--- config.mk ---
export PLATFORM = sky130hd
export DESIGN_NAME = timer_scheduler_ci_flat
export DESIGN_NICKNAME = d
export VERILOG_FILES = /design/src/rtl/timer_scheduler_ci_pkg.sv /design/src/rtl/timer_scheduler_ci_if.sv /design/src/rtl/timer_scheduler_ci_us_tick_gen.sv /design/src/rtl/timer_scheduler_ci.sv /design/src/flat_wrapper.sv
export SDC_FILE = /design/constraint.sdc
export NUM_CORES = 1
export LEC_CHECK = 0
export CORE_ASPECT_RATIO = 1.75
export CORE_MARGIN = 2
export CORE_UTILIZATION = 25
export CTS_CLUSTER_DIAMETER = 120
export DETAILED_ROUTE_END_ITERATION = 8
export PLACE_DENSITY = 0.46
export SETUP_SLACK_MARGIN = 0.15
export SYNTH_ARGS = -nofsm -noshare
export SYNTH_HDL_FRONTEND = slang
export SYNTH_SLANG_ARGS = --single-unit
--- constraint.sdc ---
create_clock -name clock -period 3.58 [get_ports clock]
set_input_delay 0.895 -clock clock [delete_from_list [all_inputs] [get_ports clock]]
set_output_delay 0.895 -clock clock [all_outputs]
set_load 0.01 [all_outputs]
--- src/rtl/timer_scheduler_ci_pkg.sv ---
// timer_scheduler_ci_pkg: opcodes, field positions and FSM state type shared by the timer scheduler CI
package timer_scheduler_ci_pkg;
  localparam logic [3:0] OP_START_ONESHOT  = 4'd0;
  localparam logic [3:0] OP_START_PERIODIC = 4'd1;
  localparam logic [3:0] OP_STOP           = 4'd2;
  localparam logic [3:0] OP_READ           = 4'd3;
  localparam logic [3:0] OP_READ_PENDING   = 4'd4;
  localparam logic [3:0] OP_CLEAR_PENDING  = 4'd5;
  localparam logic [3:0] OP_WAIT           = 4'd6;
  localparam logic [3:0] OP_SET_MASK       = 4'd7;
  localparam int OPCODE_LSB = 4;
  localparam int OPCODE_MSB = 7;
  localparam logic [31:0] RESULT_ERROR = 32'hFFFF_FFFF;
  typedef enum logic {ST_IDLE, ST_WAITING} wait_state_e;
endpackage

--- src/rtl/timer_scheduler_ci_if.sv ---
// timer_scheduler_ci_if: custom-instruction bus (start/cke/id/operands in, done/result out)
interface timer_scheduler_ci_if;
  logic        ciStart;
  logic        ciCke;
  logic [7:0]  ciN;
  logic [31:0] ciValueA;
  logic [31:0] ciValueB;
  logic        ciDone;
  logic [31:0] ciResult;
  modport master (output ciStart, ciCke, ciN, ciValueA, ciValueB, input ciDone, ciResult);
  modport slave (input ciStart, ciCke, ciN, ciValueA, ciValueB, output ciDone, ciResult);
endinterface

--- src/rtl/timer_scheduler_ci_us_tick_gen.sv ---
// us_tick_gen: free-running microsecond prescaler; ports clock, reset (sync, active-high), usTick (1-clock pulse)
module us_tick_gen #(
  parameter int clockFrequencyInHz = 50000000
) (
  input  logic clock,
  input  logic reset,
  output logic usTick
);
  localparam logic [31:0] RELOAD_M1 = 32'(clockFrequencyInHz / 1000000 - 1);
  logic [31:0] cnt_q, cnt_d;
  assign usTick = cnt_q == '0;
  always_comb cnt_d = usTick ? RELOAD_M1 : cnt_q - 32'd1;
  always_ff @(posedge clock) cnt_q <= reset ? RELOAD_M1 : cnt_d;
endmodule

--- src/rtl/timer_scheduler_ci.sv ---
// timer_scheduler_ci: multi-channel microsecond countdown timers behind one custom instruction
// Ports: clock, reset (sync, active-high), bus (CI slave); irq only when TIMER_SCHEDULER_IRQ_EN is defined.
module timer_scheduler_ci
  import timer_scheduler_ci_pkg::*;
#(
  parameter int          clockFrequencyInHz  = 50000000,
  parameter logic [7:0]  customInstructionId = 8'd0,
  parameter int          nrOfTimers          = 4
) (
  input  logic                 clock,
  input  logic                 reset,
  timer_scheduler_ci_if.slave  bus
`ifdef TIMER_SCHEDULER_IRQ_EN
  , output logic               irq
`endif
);
  localparam int N = nrOfTimers;
  localparam int idxBits = N > 1 ? $clog2(N) : 1;
  logic us_tick;
  logic [3:0] op;
  logic [idxBits-1:0] idx, widx_q, widx_d;
  logic idx_ok, accept, done_q, done_d;
  logic [31:0] res_q, res_d;
  logic [31:0] cnt_a [N];
  logic [N-1:0] sel, run_v, exp_v, pending_q, pending_d, clr, cons;
  wait_state_e state_q, state_d;
  logic unused_b;
  us_tick_gen #(.clockFrequencyInHz(clockFrequencyInHz)) u_tick (
    .clock(clock), .reset(reset), .usTick(us_tick)
  );
  assign unused_b = ^bus.ciValueB;
  assign op = bus.ciValueB[OPCODE_MSB:OPCODE_LSB];
  assign idx = bus.ciValueB[idxBits-1:0];
  assign idx_ok = 32'(idx) < 32'(N);
  assign accept = bus.ciStart & bus.ciCke & (bus.ciN == customInstructionId) & (state_q == ST_IDLE);
  assign sel = idx_ok ? N'(1) << idx : '0;
  for (genvar g = 0; g < N; g++) begin : ch
    logic [31:0] cnt_q, cnt_d, rel_q, rel_d;
    logic run_q, run_d, per_q, per_d, start, stop, hit;
    assign start = accept & sel[g] & ((op == OP_START_ONESHOT) | (op == OP_START_PERIODIC));
    assign stop = accept & sel[g] & (op == OP_STOP);
    assign hit = us_tick & run_q & (cnt_q == 32'd1);
    always_comb begin
      cnt_d = cnt_q;
      rel_d = rel_q;
      run_d = run_q;
      per_d = per_q;
      if (start) begin
        cnt_d = bus.ciValueA;
        rel_d = bus.ciValueA;
        run_d = |bus.ciValueA;
        per_d = op == OP_START_PERIODIC;
      end else if (stop) begin
        run_d = 1'b0;
      end else if (us_tick & run_q & (cnt_q != '0)) begin
        cnt_d = hit & per_q ? rel_q : cnt_q - 32'd1;
        run_d = ~hit | per_q;
      end
    end
    always_ff @(posedge clock) begin
      if (reset) begin
        cnt_q <= '0;
        rel_q <= '0;
        run_q <= 1'b0;
        per_q <= 1'b0;
      end else begin
        cnt_q <= cnt_d;
        rel_q <= rel_d;
        run_q <= run_d;
        per_q <= per_d;
      end
    end
    assign cnt_a[g] = cnt_q;
    assign run_v[g] = run_q;
    // A start/stop landing on the expiry cycle wins; that expiry is dropped.
    assign exp_v[g] = hit & ~start & ~stop;
  end
`ifdef TIMER_SCHEDULER_IRQ_EN
  logic [N-1:0] mask_q, mask_d;
  logic irq_q;
  assign irq = irq_q;
  always_ff @(posedge clock) begin
    if (reset) begin
      mask_q <= '0;
      irq_q <= 1'b0;
    end else begin
      mask_q <= mask_d;
      irq_q <= |(pending_q & mask_q);
    end
  end
`endif
  always_comb begin
    state_d = state_q;
    widx_d = widx_q;
    done_d = 1'b0;
    res_d = '0;
    clr = '0;
    cons = '0;
`ifdef TIMER_SCHEDULER_IRQ_EN
    mask_d = mask_q;
`endif
    if (state_q == ST_WAITING) begin
      if (exp_v[widx_q]) begin
        state_d = ST_IDLE;
        done_d = 1'b1;
        res_d = 32'd1;
        cons = N'(1) << widx_q;
      end
    end else if (accept) begin
      done_d = 1'b1;
      case (op)
        OP_START_ONESHOT, OP_START_PERIODIC: begin
          res_d = idx_ok ? '0 : RESULT_ERROR;
          clr = sel;
        end
        OP_STOP, OP_READ: res_d = idx_ok ? cnt_a[idx] : RESULT_ERROR;
        OP_READ_PENDING: res_d = 32'(pending_q);
        OP_CLEAR_PENDING: begin
          res_d = 32'(pending_q);
          clr = bus.ciValueA[N-1:0];
        end
        OP_WAIT: begin
          // An expiry in the acceptance cycle counts as already pending, so it cannot be missed.
          if (!idx_ok) res_d = RESULT_ERROR;
          else if (pending_q[idx] | exp_v[idx]) begin
            res_d = 32'd1;
            cons = sel;
          end else if (!run_v[idx]) res_d = RESULT_ERROR;
          else begin
            done_d = 1'b0;
            state_d = ST_WAITING;
            widx_d = idx;
          end
        end
`ifdef TIMER_SCHEDULER_IRQ_EN
        OP_SET_MASK: begin
          res_d = 32'(mask_q);
          mask_d = bus.ciValueA[N-1:0];
        end
`endif
        default: res_d = '0;
      endcase
    end
    pending_d = ((pending_q & ~clr) | exp_v) & ~cons;
  end
  always_ff @(posedge clock) begin
    if (reset) begin
      state_q <= ST_IDLE;
      widx_q <= '0;
      done_q <= 1'b0;
      res_q <= '0;
      pending_q <= '0;
    end else begin
      state_q <= state_d;
      widx_q <= widx_d;
      done_q <= done_d;
      res_q <= res_d;
      pending_q <= pending_d;
    end
  end
  assign bus.ciDone = done_q;
  assign bus.ciResult = res_q;
endmodule

--- src/flat_wrapper.sv ---
// flat-port wrapper written by rule: the top's interface ports become plain ports
module timer_scheduler_ci_flat import timer_scheduler_ci_pkg::*;
#(
  parameter int          clockFrequencyInHz  = 50000000,
  parameter logic [7:0]  customInstructionId = 8'd0,
  parameter int          nrOfTimers          = 4
)
  (clock, reset, bus_ciStart, bus_ciCke, bus_ciN, bus_ciValueA, bus_ciValueB, bus_ciDone, bus_ciResult);
  timer_scheduler_ci_if bus_i ();
  input  logic clock;
  input  logic reset;
  input wire logic [$bits(bus_i.ciStart)-1:0] bus_ciStart;
  input wire logic [$bits(bus_i.ciCke)-1:0] bus_ciCke;
  input wire logic [$bits(bus_i.ciN)-1:0] bus_ciN;
  input wire logic [$bits(bus_i.ciValueA)-1:0] bus_ciValueA;
  input wire logic [$bits(bus_i.ciValueB)-1:0] bus_ciValueB;
  output wire logic [$bits(bus_i.ciDone)-1:0] bus_ciDone;
  output wire logic [$bits(bus_i.ciResult)-1:0] bus_ciResult;
  assign bus_i.ciStart = bus_ciStart;
  assign bus_i.ciCke = bus_ciCke;
  assign bus_i.ciN = bus_ciN;
  assign bus_i.ciValueA = bus_ciValueA;
  assign bus_i.ciValueB = bus_ciValueB;
  assign bus_ciDone = bus_i.ciDone;
  assign bus_ciResult = bus_i.ciResult;
  timer_scheduler_ci #(.clockFrequencyInHz(clockFrequencyInHz), .customInstructionId(customInstructionId), .nrOfTimers(nrOfTimers)) u_core (.clock(clock), .reset(reset), .bus(bus_i));
endmodule
== Word-level counts from Yosys, hierarchy flattened ==
Cells that the tools add are included.
Operators by class
  add/subtract/negate cells: 5
  magnitude comparators: 3
  equality and inequality tests: 14
  shifts and indexed selects: 2
  muxes and demuxes: 65
  bitwise operators: 65
  reduce and logical (&&, ||, !) cells: 25
Operator list (count)
  2-to-1 mux 32 bit: 22
  subtractor 32 x 1 -> 32 bit, second input constant: 5
  equality test 32 x 1 -> 1 bit, second input constant: 4
  nonzero test 32 bit: 4
  case mux 32 bit (3 select lines): 1
  binary-select mux 32 bit (select 2 bit): 1
  bitwise AND 1 bit: 39
  zero test 32 bit: 1
  OR reduction 32 bit: 1
  2-to-1 mux 1 bit: 29
  2-to-1 mux 4 bit: 7
  inverter 1 bit: 14
  equality test 4 x 3 -> 1 bit, second input constant: 3
  nonzero test 3 bit: 4
  bitwise AND 4 bit: 2
  binary-select mux 1 bit (select 2 bit): 4
  equality test 4 x 2 -> 1 bit, second input constant: 2
  zero test 8 bit: 1
  inequality test 2 x 1 -> 1 bit, second input constant: 4
  inverter 4 bit: 2
  case mux 4 bit (2 select lines): 1
  AND reduction 2 bit: 4
  nonzero test 2 bit: 4
  OR reduction 2 bit: 4
  9 further kinds: 16
Storage, ports and cells
  flip-flop bits (word level): 336
  input port bits: 76
  output and inout port bits: 33

== Longest topological paths before layout ==
Gate-level depths: netlist (run 1).
  depth after elaboration: 17
  gate-level depth with buffers: 12

== Modules after synthesis ==
A second synthesis (run 1) with hierarchy kept.
Second synthesis, totals
  cell total of the unflattened synthesis: 2351
  area, all modules: 18443.9 um^2
By module, submodules not included
  timer_scheduler_ci: times used 1, cells an instance 2188, area an instance 17012.6 um^2, sequential area each 6085.8 um^2
  us_tick_gen: times used 1, cells an instance 163, area an instance 1431.4 um^2, sequential area each 640.6 um^2

== Worst setup path before layout (run 1) ==
OpenSTA, ideal clock, no wires.
  path type: input -> register
  start point: input port bus_ciN[1]
  end point: register u_core.res_q[3], in the netlist u_core.bus.ciResult[3]
  arrival time: 3162 ps
  data required time: 3505 ps
  path slack: 343 ps
  stages on the path: 9
  buffers on the path: 2
  cell sequence: nor4_1 -> and4_1 -> nor2_1 -> a31oi_1 -> nand3_1 -> or4b_2 -> clkbuf_1 -> buf_2 -> o21ai_0
Between the ends
  longest elaborated chain between the ends: 15
  elaborated cells on any way between the ends: 38
  classes of those cells: 6 x mux; 31 x bitwise; 1 x reduce/logical
Ends and longest elaborated chain
  from (decl): RTL line flat_wrapper.sv:14  | input wire logic [$bits(bus_i.ciN)-1:0] bus_ciN;
  zero test 8 bit (*): RTL line timer_scheduler_ci.sv:35  | assign accept = bus.ciStart & bus.ciCke & (bus.ciN == customInstructionId) & (state_q == ST_IDLE);
  bitwise AND 1 bit (*) (2 in a row): RTL line timer_scheduler_ci.sv:35
  bitwise AND 1 bit: RTL line timer_scheduler_ci.sv:40, timer_scheduler_ci.sv:41
  bitwise AND 1 bit: RTL line timer_scheduler_ci.sv:40  | assign start = accept & sel[g] & ((op == OP_START_ONESHOT) | (op == OP_START_PERIODIC));
  inverter 1 bit: RTL line timer_scheduler_ci.sv:76  | assign exp_v[g] = hit & ~start & ~stop;
  bitwise AND 1 bit (2 in a row): RTL line timer_scheduler_ci.sv:76
  binary-select mux 1 bit (select 2 bit): RTL line timer_scheduler_ci.sv:125  | else if (pending_q[idx] | exp_v[idx]) begin
  2-to-1 mux 1 bit (not written as such): RTL line timer_scheduler_ci.sv:125
  OR 1 bit: RTL line timer_scheduler_ci.sv:125
  2-to-1 mux 32 bit: RTL line timer_scheduler_ci.sv:125
  case mux 32 bit (3 select lines): RTL line timer_scheduler_ci.sv:111  | case (op)
  2-to-1 mux 32 bit (*): RTL line timer_scheduler_ci.sv:109  | end else if (accept) begin
  2-to-1 mux 32 bit (*): RTL line timer_scheduler_ci.sv:102  | if (state_q == ST_WAITING) begin
  to (signal assigned): RTL line timer_scheduler_ci.sv:157  | res_q <= res_d;
  to (decl): RTL line timer_scheduler_ci.sv:23  | logic [31:0] res_q, res_d;
Mark *: on every way between the ends. The rest lies on a longest branch, timed or not. The select of a mux whose other input is x is not followed.
A chain may end at the register's enable or synchronous reset.

== Final worst setup path (run 1) ==
  start point: register u_core.ch[3].cnt_q[0]
  end point: register u_core.ch[3].cnt_q[29]
Between the ends
  longest elaborated chain between the ends: 7
  elaborated cells on any way between the ends: 12
  classes of those cells: 1 x add/sub; 1 x eq/ne; 4 x mux; 3 x bitwise; 3 x reduce/logical
Ends and longest elaborated chain
  from (decl): RTL line timer_scheduler_ci.sv:38  | logic [31:0] cnt_q, cnt_d, rel_q, rel_d;
  from (signal assigned): RTL line timer_scheduler_ci.sv:67  | cnt_q <= cnt_d;
  parallel branches: the longest is 7 deep, another holds subtractor 32 x 1 -> 32 bit
Parallel ways; which one is timed is not known. The select of a mux whose other input is x is not followed.

==> results of run 1 <==
-- power by group through the flow --
stage / clock network, mW / registers [mW] / logic (mW)
4_1_cts: 4.18 / 3.75 / 0.417
2_1_floorplan: 0 / 3.84 / 0.177
5_1_grt: 4.29 / 3.75 / 0.445
6_report: 4.09 / 3.75 / 0.424
3_5_place_dp: 0 / 3.84 / 0.416
3_3_place_gp: 0 / 3.84 / 0.414
-- final cells by class --
type,count,area (µm²)
clock inverters,17,207.7
multi-input cells,1809,10670
repair buffers,344,3217
diodes,1,2.502
inverters,33,123.9
fillers,7615,49470
well taps,931,1165
clock buffers,49,1031
flip-flops and latches,336,6726
-- flip-flops by register name, indices dropped and copies added (netlist names) --
register / flops
u_core.ch.per_q: 4
u_core.ch.run_q: 4
u_core.u_tick.cnt_q: 32
u_core.bus.ciResult: 32
u_core.bus.ciDone: 1
u_core.widx_q: 2
u_core.state_q: 1
u_core.ch.rel_q: 128
u_core.ch.cnt_q: 128
u_core.pending_q: 4
-- placed cells by master, fill, tap and decap left out, types with 9 or more instances in the layout --
cell and n:
nand2_1 487, dfxtp_1 336, a21oi_1 260, buf_4 227
nor2_1 145, o21ai_0 144, clkdlybuf4s50_1 79, nor3_1 69
nor4_1 56, nand3_1 55, clkbuf_16 37, or3_1 36
buf_12 35, mux4_2 34, inv_1 33, a21o_1 26
a2bb2oi_1 25, o22ai_1 24, o211ai_1 23, or4_1 22
o21a_1 22, nand4_1 21, o21ai_1 20, a211oi_1 20
a31oi_1 20, xnor2_1 20, xor2_1 19, and3_1 14
ha_1 14, nand3b_1 13, or2_2 12, nand2b_1 11
mux2i_1 11, a22o_1 10, o31ai_1 10, a211o_1 9
-- per-stage QoR --
stage / instance area [µm²] / util, % / std cells
floorplan: 18230 / - / 2354
global placement: 21760 / 29.96 / 3442
detailed placement: 21760 / 29.96 / 3442
CTS: 23010 / 31.69 / 3508
global route: 23140 / 31.87 / 3519
finish: 23140 / 31.87 / 3520
-- final timing paths --
kind | startpoint | end | slack, ns | cells past startpoint
worst min-delay path | u_core.u_tick.cnt_q[0]$_SDFF_PP1_ | u_core.u_tick.cnt_q[0]$_SDFF_PP1_ | 0.41 | 1
worst max register to register | u_core.ch[3].cnt_q[0]$_SDFFE_PP0P_ | u_core.ch[3].cnt_q[29]$_SDFFE_PP0P_ | 0.12 | 8
worst min register to register | u_core.u_tick.cnt_q[0]$_SDFF_PP1_ | u_core.u_tick.cnt_q[0]$_SDFF_PP1_ | 0.41 | 1
worst max-delay path | u_core.ch[3].cnt_q[0]$_SDFFE_PP0P_ | u_core.ch[3].cnt_q[29]$_SDFFE_PP0P_ | 0.12 | 8
-- metal layers --
layer  vias up  wire length, µm  part of all wire [%]  global-route usage [%]
met3       261             3324                   3.8                   2.101
met4         0             7825                   8.9                   18.61
met1      9301            31630                    36                   23.69
met5         -                0                     0                       0
li1       8916                -                     -                       -
met2       732            45570                    52                   42.49
-- worst max-delay path, stage by stage, from the launching register on --
cell	delay, ns
dfxtp_1	0.40
or4_1	0.71
buf_4	0.25
nor4_1	1.05
and4b_1	0.46
nand2_1	0.07
o21ai_0	0.08
a21oi_1	0.11
a22o_1	0.21
-- cells by family after synthesis --
group | after synthesis
AOI/OAI and AO/OA | 690
xor gates and xnor gates | 39
DFF | 336
and+or+nand+nor | 1012
adders and majority gates | 14
buffers and inverters | 209
muxes | 54
-- timing repair --
| item | 4_1_cts | 5_1_grt |
|---|---|---|
| pin swaps | 1 | 5 |
| setup buffers | 0 | 11 |
| gates cloned | 0 | 0 |
| endpoints found under the setup margin | 11 | 35 |
| resized for setup | 2 | 2 |
==> out/results.tsv, run 1 <==
stage	metric	value	unit
pwr	Clk network pwr share	49.4	%
grt	global route overflow	0	
pwr	Reg power frac	45.4	%
sta	Clock Skew	0.03533	ns
floorplanning	row cnt	131	
logic_synthesis	Post-synth top cells	nand2_1, dfxtp_1, a21oi_1, nor2_1, o21ai_0	
placement	pre-CTS worst setup slack	-0.08252	ns
logic_synthesis	mux cell area share after synthesis	5.382	%
pwr	LEAKAGE	8.914	nW
clocking	Hold Buf Count CTS	0	
sta	Hold Fails Final Rpt	0	
logic_synthesis	Yosys top cell by area	dfxtp_1	
pwr	total power	8.261	mW
logic_synthesis	adder-cell share of the synthesized area	0.9611	%
sta	max-slew violations	0	
worst_hold_path	Hold Path Class	flip-flop to flip-flop	
pwr	Psw	2.042	mW
critical_path	kind of end point of the critical path	flip-flop	
critical_path	startpoint types	flip-flop	
floorplanning	total die area	75160	µm²
pwr	pwr dens	357.0	nW/µm²
detailed_routing	WL/cell	25.10	µm
critical_path	crit path kind	flip-flop to flip-flop	
cells_and_area	Nets	2650	
clocking	cts bufs inserted	36	
logic_synthesis	Syn Nets	2444	
detailed_routing	first-pass detailed-route iteration total	6	
sta	setup violators final	0	
clocking	clock latency on the worst-skew pair	0.58	ns
grt	vias in the first global route	19240	
cells_and_area	Layout area overhead	26.98	%
status	outcome	finished, final reports clean	
detailed_routing	vias per cell	5.457	
pwr	maximum vdd drop	0.2360	mV
sta	final worst path period share	96.62	%
placement	HPWL Detailed	69100	µm
clocking	htree depth	2	
clocking	CTS tree	done	
sta	Relative slew margins	7.455	%
placement	IO buf count	82	
sta	Total Negative Setup Slacks	0	ns
detailed_routing	DRT Wirelength	88350	µm
detailed_routing	DR iter-0 viols	1537	
logic_synthesis	Synth area leaders	dfxtp_1, nand2_1, a21oi_1, mux4_2, o21ai_0	
logic_synthesis	post-synthesis cell count	2354	
floorplanning	# IOs	109	
logic_synthesis	synthesized area	18220	µm²
logic_synthesis	fraction of registers with async set or reset after synthesis	0	%
pwr	Comb pwr share	5.1	%
detailed_routing	DR vias	19210	
logic_synthesis	most common cell in the netlist	nand2_1	
logic_synthesis	Post-synth EDFFs	0	
sta	Worst-Margin Slew	1.375	ns
pwr	switching share of power	24.71	%
clocking	Root Driver	clkbuf_16	
logic_synthesis	Yosys warnings	0	
logic_synthesis	post-synth top area share	36.91	%
sta	Final WS setup	0.1210	ns
critical_path	Critical Path RT	4.02	ns
grt	GR Util All Layers	23.03	%
logic_synthesis	largest family of logic cells by synthesized area	simple AND/OR/NAND/NOR gates	
critical_path	Max FO, Critical Path	7	
grt	initial antenna violation count	0	
logic_synthesis	Synth Area in XOR/XNOR	1.874	%
sta	Final Hold Slack	0.4081	ns
critical_path	CP arrival	3.90	ns
logic_synthesis	Synth Area in Simple Gates	26.47	%
logic_synthesis	Synth Area in Compound Gates	23.44	%
cells_and_area	share of cells above drive strength 1	16.15	%
detailed_routing	DRT antenna net count	0	
sta	Final min period	3.459	ns
logic_synthesis	Syn Area/Cell	7.742	µm²
logic_synthesis	top_reg_cell synth	dfxtp_1	
floorplanning	Core Footprint	72610	µm²
logic_synthesis	register area share after synthesis	36.91	%
logic_synthesis	FF+latch count, synth	336	
grt	first-pass GRT wire length	127900	µm
floorplanning	chip width	208.1	µm
pwr	cell-internal power	6.220	mW
grt	largest net degree at the start of global routing	52	
sta	Max Freq	289.1	MHz
clocking	clk buf depth	3	
floorplanning	Initial Utilization	25.10	%
floorplanning	Die Height	361.2	µm
sta	RSZ-0062 raised after global routing	false	
clocking	clk slew on worst S/H paths	0.07	ns
detailed_routing	DRC	0	
logic_synthesis	Distinct cells, synth	92	
placement	GP Congestion	0.9738	
job	max cap viols	0	
clocking	CTS sink cnt	336	
No activity file was read; power rests on OpenSTA's default activity.
==> inputs of run 2 (changes only) <==
--- a/constraint.sdc
+++ b/constraint.sdc
@@ -3,2 +3,2 @@
 set_output_delay 0.895 -clock clock [all_outputs]
-set_load 0.01 [all_outputs]
+set_load 0.005 [all_outputs]
==> results of run 2 <==
The final DEF is identical to that of run 1. Status: finished, final reports clean.
==> inputs of run 3 (changes only) <==
- DONT_BUFFER_PORTS: unset -> 1
- PLACE_DENSITY: 0.46 -> 0.44
==> run 3 against run 2 <==
Net effect: critical endpoint is now u_core.bus.ciResult[3]$_SDFF_PP0_; combinational power shrank 66%; critical path type unchanged; critical path depth unchanged; sequential cell count unchanged; final area is 7.7% lower; die area unchanged.
==> out/results.tsv, run 3 (same netlist as run 1, synthesis figures left out) <==
stage	metric	value	unit	change
status	outcome	finished, final reports clean		
floorplanning	Core Footprint	72610	µm²	unchanged
detailed_routing	DRT Wirelength	85980	µm	-2.7%
sta	Total Negative Setup Slacks	0	ns	unchanged
cells_and_area	Layout area overhead	17.16	%	
grt	first-pass GRT wire length	125100	µm	-2.2%
sta	Relative slew margins	35.22	%	+28 points
clocking	clk slew on worst S/H paths	0.07	ns	about the same
clocking	Root Driver	clkbuf_16		
sta	max-slew violations	0		unchanged
critical_path	kind of end point of the critical path	flip-flop		
clocking	Hold Buf Count CTS	0		unchanged
detailed_routing	WL/cell	25.73	µm	+2.5%
critical_path	crit path kind	flip-flop to flip-flop		
placement	HPWL Detailed	64930	µm	-6.0%
sta	Hold Fails Final Rpt	0		unchanged
critical_path	R2R cell count	8		unchanged
cells_and_area	Final Instance Area	21350	µm²	-7.7%
pwr	total power	7.939	mW	
critical_path	Critical Path RT	4.03	ns	about the same
grt	initial antenna violation count	0		unchanged
detailed_routing	vias per cell	5.541		+1.5%
detailed_routing	first-pass detailed-route iteration total	7		+1
placement	IO buf count	0		-100%
worst_hold_path	Hold Path Class	input pin to flip-flop		
detailed_routing	DRT antenna net count	0		unchanged
critical_path	flop2flop setup slack	0.24	ns	+0.12 ns
cells_and_area	commonest non-fill, non-tap cell in the layout	nand2_1		
cells_and_area	antenna diode count	0		-1
critical_path	CP arrival	3.79	ns	-0.11 ns
critical_path	Max FO, Critical Path	11		+4
placement	Area after DPL	20120	µm²	-7.5%
grt	grt met2 use	41.47	%	-1.0 points
clocking	clk buf depth	3		unchanged
grt	global route overflow	0		unchanged
pwr	pwr dens	371.8	nW/µm²	
sta	Worst-Margin Slew	0.9628	ns	-0.4127 ns
critical_path	slowest stage delay, CP	0.66	ns	-0.39 ns
critical_path	RR Startpoint	u_core.ch[0].cnt_q[13]$_SDFFE_PP0P_		
sta	Final min period	3.343	ns	-0.1161 ns
clocking	cts bufs inserted	38		+5.6%
grt	GR peak layer	met2		
cells_and_area	share of cells above drive strength 1	13.40	%	-2.7 points
sta	Max Freq	299.1	MHz	+3.5%
cells_and_area	Reg area	6726	µm²	unchanged
detailed_routing	DR iter-0 viols	1414		-8.0%
sta	final worst path period share	93.38	%	-3.2 points
worst_hold_path	worst hold stages	1		unchanged
sta	setup violators final	0		unchanged
floorplanning	total die area	75160	µm²	unchanged
grt	GR Util All Layers	22.49	%	-0.55 points
floorplanning	row cnt	131		unchanged
detailed_routing	DR vias	18510		-3.6%
worst_hold_path	worst hold path startpoint	reset		
critical_path	startpoint types	flip-flop		
grt	vias in the first global route	18470		-4.0%
clocking	htree depth	2		unchanged
cells_and_area	Final Core Density	29.41	%	-2.5 points
detailed_routing	DRC	0		unchanged
cells_and_area	top flop regs	u_core.ch.cnt_q (128), u_core.ch.rel_q (128)		
floorplanning	Die Height	361.2	µm	unchanged
floorplanning	# IOs	109		unchanged
grt	met3 Resource Use GR	2.882	%	+0.78 points
clocking	CTS sink cnt	336		unchanged
critical_path	delay-heaviest family, CP	simple AND/OR/NAND/NOR gates		
clocking	CTS tree	done		
critical_path	critical path cell sequence	or4_4 > or4_1 > nor4_1 > o2111ai_1 > nand3_1 > or4b_2 > buf_4 > o21ai_0		
cells_and_area	Nets	2476		-6.6%
grt	met1 GRT Util	23.14	%	-0.55 points
pwr	maximum vdd drop	0.2882	mV	+22%
floorplanning	Initial Utilization	25.10	%	unchanged
sta	RSZ-0062 raised after global routing	true		
placement	GP Congestion	0.9578		-1.6%
job	max cap viols	0		unchanged
sta	Clock Skew	0.03473	ns	-0.0006014 ns
cells_and_area	fillers	7750		+1.8%
cells_and_area	most frequent cells in the layout	nand2_1, dfxtp_1, a21oi_1		
critical_path	R2R Path End	u_core.bus.ciResult[3]$_SDFF_PP0_		
cells_and_area	multi-input logic area	10660	µm²	about the same
clocking	Setup Fix Bufs, Post-CTS	0		unchanged
pwr	LEAKAGE	8.054	nW	-9.6%
critical_path	CP bufs+invs	1		unchanged
floorplanning	chip width	208.1	µm	unchanged
clocking	clock latency on the worst-skew pair	0.60	ns	+0.02 ns
critical_path	Crit-path slowest cell	or4_1		
worst_hold_path	hold worst-path end	u_core.ch[2].rel_q[28]$_SDFFE_PP0P_		
grt	largest net degree at the start of global routing	208		+300%
## run 3: cell count changes in the layout (fill, tap and decap cells not counted), moves of 2 or more
| cell | change |
|---|---|
| buf_2 | -2 |
| clkdlybuf4s50_1 | -79 |
| clkinvlp_4 | -2 |
| clkbuf_8 | +2 |
| buf_4 | -75 |
| or4_1 | -3 |
| buf_12 | -19 |
| or4_2 | +3 |
| bufinv_16 | -2 |
## run 3: worst max-delay path by stage
stage                                                   start                                   to  slack, ns  depth (start not counted)
after global placement      u_core.u_tick.cnt_q[6]$_SDFF_PP0_  u_core.ch[1].cnt_q[17]$_SDFFE_PP0P_       0.12                          7
after CTS                   u_core.u_tick.cnt_q[6]$_SDFF_PP0_  u_core.ch[1].cnt_q[20]$_SDFFE_PP0P_       0.17                          9
after floorplan                                    bus_ciN[1]    u_core.bus.ciResult[3]$_SDFF_PP0_       0.34                          9
final                     u_core.ch[0].cnt_q[13]$_SDFFE_PP0P_    u_core.bus.ciResult[3]$_SDFF_PP0_       0.24                          8
after global routing        u_core.u_tick.cnt_q[0]$_SDFF_PP1_  u_core.ch[2].cnt_q[13]$_SDFFE_PP0P_       0.14                         10
after detailed placement    u_core.u_tick.cnt_q[6]$_SDFF_PP0_  u_core.ch[1].cnt_q[17]$_SDFFE_PP0P_       0.13                          7
## run 3: what timing repair did
action | 4_1_cts | 5_1_grt
cloned | 0 | 0
endpoints found under the setup margin | 1 | 11
gates resized for setup | 1 | 2
## run 3: routing by layer
metal	vias to the layer above	routed length, µm
met4	0	7162
met2	682	44520
met3	256	4074
met5	-	0
li1	8548	-
met1	9025	30210
## run 3: power by group
part	internal (mW)	switching, mW
logic	0.0609	0.0824
registers	3.75	0.00891
clock network	2.26	1.78
total	6.07	1.87
## run 3: area by class of cell
type / count / area share, %
inverters: 33 / 0.5801
flip-flops and latches: 336 / 31.50
well taps: 931 / 5.456
clock inverters: 13 / 0.6387
repair buffers: 168 / 6.844
clock buffers: 51 / 5.057
multi-input cells: 1809 / 49.92
## run 3: per-stage QoR
stage               setup WS [ns]  hold slack [ns]  std cells
floorplan                  0.3430           0.3816       2354
global placement           0.1150           0.3929       3277
detailed placement         0.1258           0.4002       3277
CTS                        0.1729           0.3787       3341
global route               0.1410           0.3789       3341
finish                     0.2371           0.4003       3341
